===== src/rtl/mem_ctrl_pkg.sv =====
// Shared defaults and FSM state encoding for the burst memory controller.
package mem_ctrl_pkg;

  localparam int unsigned ADDR_W_DEF = 6;
  localparam int unsigned DATA_W_DEF = 32;
  localparam int unsigned LEN_W_DEF  = 4;

  typedef enum logic [1:0] {
    ST_IDLE  = 2'd0,
    ST_WRITE = 2'd1,
    ST_READ  = 2'd2,
    ST_RTAIL = 2'd3
  } state_t;

endpackage


===== src/rtl/mem_controller.sv =====
// Burst memory controller: accepts one client burst at a time and sequences
// word writes or pipelined reads against a registered-address RAM.
module mem_controller
  import mem_ctrl_pkg::*;
#(
  parameter int unsigned ADDR_W = ADDR_W_DEF,
  parameter int unsigned DATA_W = DATA_W_DEF,
  parameter int unsigned LEN_W  = LEN_W_DEF
) (
  input  logic              mem_clk,
  input  logic              mem_rst,
  input  logic              cl_req,
  input  logic              cl_we,
  input  logic [ADDR_W-1:0] cl_addr,
  input  logic [LEN_W-1:0]  cl_len,
  input  logic [DATA_W-1:0] cl_wdata,
  output logic              cl_ack,
  output logic              cl_wready,
  output logic [DATA_W-1:0] cl_rdata,
  output logic              cl_rvalid,
  output logic              cl_busy,
  output logic [ADDR_W-1:0] mc_address_mem,
  output logic [DATA_W-1:0] mem_data_in,
  output logic              mem_we,
  input  logic [DATA_W-1:0] mem_data_out
);

  state_t           state, state_nxt;
  logic [LEN_W-1:0] beat_cnt;
  logic             rd_pend;

  always_comb begin
    state_nxt   = state;
    cl_wready   = 1'b0;
    cl_busy     = 1'b1;
    mem_data_in = '0;
    unique case (state)
      ST_IDLE: begin
        cl_busy = 1'b0;
        if (cl_req) state_nxt = cl_we ? ST_WRITE : ST_READ;
      end
      ST_WRITE: begin
        cl_wready   = 1'b1;
        mem_data_in = cl_wdata;
        if (beat_cnt == '0) state_nxt = ST_IDLE;
      end
      ST_READ: begin
        if (beat_cnt == '0) state_nxt = ST_RTAIL;
      end
      ST_RTAIL: begin
        state_nxt = ST_IDLE;
      end
      default: state_nxt = ST_IDLE;
    endcase
  end

  always_ff @(posedge mem_clk or posedge mem_rst) begin
    if (mem_rst) begin
      state          <= ST_IDLE;
      beat_cnt       <= '0;
      mc_address_mem <= '0;
      mem_we         <= 1'b0;
      cl_ack         <= 1'b0;
      rd_pend        <= 1'b0;
      cl_rvalid      <= 1'b0;
      cl_rdata       <= '0;
    end else begin
      state   <= state_nxt;
      mem_we  <= (state_nxt == ST_WRITE);
      cl_ack  <= (state == ST_IDLE) && cl_req;
      // rd_pend marks an address the RAM samples on this edge; its data is
      // captured one edge later, giving the two-edge read latency.
      rd_pend   <= (state == ST_READ);
      cl_rvalid <= rd_pend;
      if (rd_pend) cl_rdata <= mem_data_out;
      case (state)
        ST_IDLE: begin
          if (cl_req) begin
            mc_address_mem <= cl_addr;
            beat_cnt       <= cl_len;
          end
        end
        ST_WRITE, ST_READ: begin
          mc_address_mem <= mc_address_mem + ADDR_W'(1);
          beat_cnt       <= beat_cnt - LEN_W'(1);
        end
        default: ;
      endcase
    end
  end

endmodule


===== config.mk =====
export PLATFORM = sky130hd
export DESIGN_NAME = mem_controller
export DESIGN_NICKNAME = d
export VERILOG_FILES = /design/src/rtl/mem_ctrl_pkg.sv /design/src/rtl/mem_controller.sv
export SDC_FILE = /design/constraint.sdc
export NUM_CORES = 1
export LEC_CHECK = 0
export ABC_AREA = 1
export CAP_MARGIN = 10
export CORE_MARGIN = 4
export CORE_UTILIZATION = 39
export DETAILED_ROUTE_END_ITERATION = 8
export GPL_TIMING_DRIVEN = 1
export PLACE_DENSITY = 0.95
export REMOVE_ABC_BUFFERS = 1
export SYNTH_ARGS = -nofsm -noshare
export SYNTH_HDL_FRONTEND = slang
export SYNTH_SLANG_ARGS = --single-unit
export TNS_END_PERCENT = 20

===== constraint.sdc =====
create_clock -name mem_clk -period 2.7 [get_ports mem_clk]
set_input_delay 0.54 -clock mem_clk [delete_from_list [all_inputs] [get_ports mem_clk]]
set_output_delay 0.54 -clock mem_clk [all_outputs]
set_load 0.02 [all_outputs]

==> results.md <==
- Dpl ws: approximately 0.42 ns
- Mean Syn Cell Area: roughly 9.5 um^2
- Number of synthesized flops with an enable pin: 0
- R2R depth: 7
- Root buf cell: clkbuf_8
- RePlAce Congestion: about 0.73
- Row cnt: 28
- Met2 usage in global routing: a little over a third
- Most instantiated cells after synthesis: 60 x nand2_1, 48 x dfrtp_1, 44 x inv_1
- Dominant cells by area after synthesis: dfrtp_1 51%, mux2_2 15%, nand2_1 9.5%
- Setup-violating endpoint count in the final report: 0
- WL per Instance: about 14 um
- IO buf count: 152
- Max Clock Skew: 0.00497 ns
- Flops & latches, synth: 48
- Lkg Pwr: approximately 1.9 nW
- Cell Chain, Critical Path: inv_1 > ha_1 > buf_4 > nand2_1 > inv_1 > clkdlybuf4s50_1
- Reg2reg setup slack: around 0.56 ns
- Detailed Route Iter0 Violations: 41
- Power share of the combinational group: 61.4%
- Hold depth: 1
- Vias in the first global route: approximately 2300
- Gr ovfl total: 0
- HPWL after detailed placement: between 5000 and 6000 um
- Internal Dissipation: 2.90 mW
- Die Y: 85.8 um
- Vias per Instance: around 4.6
- Dominant synthesized flop cell: dfrtp_1
- Sequential area share after synthesis: between 50% and 60%
- Post-route minimum period: roughly 2.5 ns
- Layout area overhead: 72.1%
- Yosys top cell by area: dfrtp_1
- Max Fclk: between 300 and 400 MHz
- Worst Path Required: roughly 2.2 ns
- CP Class: reg -> out
- Main combinational cell family by area after synthesis: multiplexers
- Beginning of the critical path: state[1]
- Iteration count of the initial detailed-routing pass: 4
- Postcts setup bufs: 0
- Clk_lat worst skew: just under 0.3 ns
- Max-Cap Viols: 0
- Pwr per Cell Area: 1210 nW/um^2
- Post-Synth Simple-Gate Area: 13.3%
- CP endpoint kind: primary output
- Routed Antenna Nets: 0
- I/O pin count: 153
- Distinct cells, synth: 26
- Xor-xnor portion of the synthesized cell area: 0%
- TritonCTS clock tree: done
- Routing usage on met1: between 10% and 20%
- Status: complete, no violations
- Psw: roughly 2.0 mW
- Remaining DRCs: 0
- Rel. slew slack: between 50% and 60%
- Resized cells post-CTS: 0
- Die X-Extent: roughly 86 um
- Die area: roughly 7400 um^2
- Critical R2R Launch: state[1]
- Post-synthesis compound-gate area fraction: roughly 6.6%
- Core Area: approximately 5900 um^2
- RSZ-0062 raised after global routing: no
- Crit path launch type: flop
- Largest stage delay, worst path: about 0.6 ns
- Sw Ratio: roughly two fifths
- Worst setup path endpoint: mem_data_in[12]
- Initial antenna violation count: 0
- Seq pwr share: approximately a quarter
- Max VDD drop: ~640 uV
- Most common cell in the synthesized netlist: nand2_1
- Initial Utilization: between 40% and 50%
- Most frequent CP cell: inv_1
- CTS Sinks: 48
- Clock Power Share: between 10% and 20%
- Hold buffer count at cts: 0
- DRT Wirelength: 6620 um
- CTS H-tree lvls: 2
- Layout cells sized above 1: between 10% and 20%
- Worst path slowest cell: clkdlybuf4s50_1
- Via count: roughly 2200
- Worst slew pin tran: ~0.6 ns
- Clock tree buffer depth: 2
- Fraction of synthesized area in multiplexers: between 10% and 20%
- Total CTS buffers: 5
- Post-Synth Adder-Cell Area: roughly 3.2%
- Total GRT Usage: a little under a fifth
- Share of the synthesized area in the top cell type: 50.9%
- Arr. time, crit path: around 2 ns
- First-pass GRT wire length: 10700 um
- Setup TNS Final: 0 ns
- Final number of hold-violating endpoints: 0
- Setup ws final: 0.154 ns
- Pin count of the biggest net entering global routing: 49
- Hold Path Class: reg -> reg
- Synth warn: 0
- Mapped Cells: 247
- GR peak layer: met2
- M3 GR Usage: under 10%
- Period utilisation layout: a little over nine tenths
- Final #Nets: 483
- Number of diodes: 0
- CTS clk-pin slew, worst paths: around 0.090 ns
- Worst r2r dst: beat_cnt[2]
- Max Slew Vio Count: 0
- Async SR Flop Fraction: 100%
- Area of the mapped netlist: roughly 2400 um^2
- Largest fanout on the critical path: 24
area by class of cell:
class,count,area [um^2]
clock buffer,5,68.8
clock inverter,2,60.1
fill,459,1830
inverter,46,178
multi-input combinational,142,906
sequential,48,1200
tap,75,93.8
timing repair buffer,156,1550
logic make-up after synthesis:
family                     count (synthesis)
AOI/OAI and AO/OA                         25
muxes                                     32
DFF                                       48
and+or+nand+nor                           79
buffers and inverters                     57
adders and majority gates                  6
power groups by stage:
stage | Clock, mW | Combinational (mW) | Sequential [mW]
2_1_floorplan | 0 | 1.31 | 1.74
3_3_place_gp | 0 | 2.97 | 1.29
3_5_place_dp | 0 | 3.05 | 1.32
4_1_cts | 0.614 | 3.06 | 1.31
5_1_grt | 0.645 | 3.27 | 1.36
6_report | 0.593 | 3.02 | 1.31
sequential cells by signal (all words and copies together), names as in the netlist:
name,flops
cl_ack,1
beat_cnt,4
rd_pend,1
mc_address_mem,6
state,2
cl_rvalid,1
mem_we,1
cl_rdata,32
layout by cell type (no fill, tap or decap):
master	instances
nand2_1	60
ha_1	6
nor2_2	1
inv_4	2
inv_2	1
o21ai_1	3
a21oi_1	7
mux2_2	32
o22ai_1	2
nand4_1	1
o211ai_1	2
clkdlybuf4s50_1	152
buf_4	4
a21oi_2	1
inv_1	43
o21ai_4	1
or2_2	1
dfrtp_1	48
nand2_2	1
bufinv_16	2
nand3_1	6
clkbuf_8	5
nor2_1	9
a31oi_1	1
o21ai_0	6
o21ai_2	2
per-layer routing:
layer / up-vias / wire [um]
met5: - / 0
met2: 99 / 3480
li1: 1063 / -
met1: 1004 / 2400
met3: 11 / 600
met4: 0 / 135
worst max-delay path: cells and delay by family (launching register included):
family / cells / cell delay [ns]
adder cells (fa/ha/maj): 1 / 0.17
buffers and inverters: 4 / 1.00
flip-flops: 1 / 0.42
AND/OR/NAND/NOR: 1 / 0.12
worst min path at each step:
stage | startpoint | to | slack (ns)
floorplan | beat_cnt[2] | beat_cnt[2] | 0.48
global placement | cl_rdata[22] | cl_rdata[22] | 0.49
detailed placement | cl_rdata[7] | cl_rdata[7] | 0.50
CTS | cl_rdata[7] | cl_rdata[7] | 0.52
global route | cl_rdata[17] | cl_rdata[17] | 0.53
finish | cl_rdata[7] | cl_rdata[7] | 0.51
per-stage QoR:
step | std cells | power (mW) | hold slack [ns] | util (%) | instance area, um^2
6_report | 474 | 4.92 | 0.511 | 69.0 | 4060
2_1_floorplan | 236 | 3.05 | 0.481 | - | 2280
3_3_place_gp | 467 | 4.26 | 0.489 | 66.8 | 3930
5_1_grt | 474 | 5.27 | 0.532 | 69.0 | 4060
4_1_cts | 474 | 4.99 | 0.516 | 69.0 | 4060
3_5_place_dp | 467 | 4.37 | 0.495 | 66.8 | 3930
No activity file was read; power rests on OpenSTA's default activity.
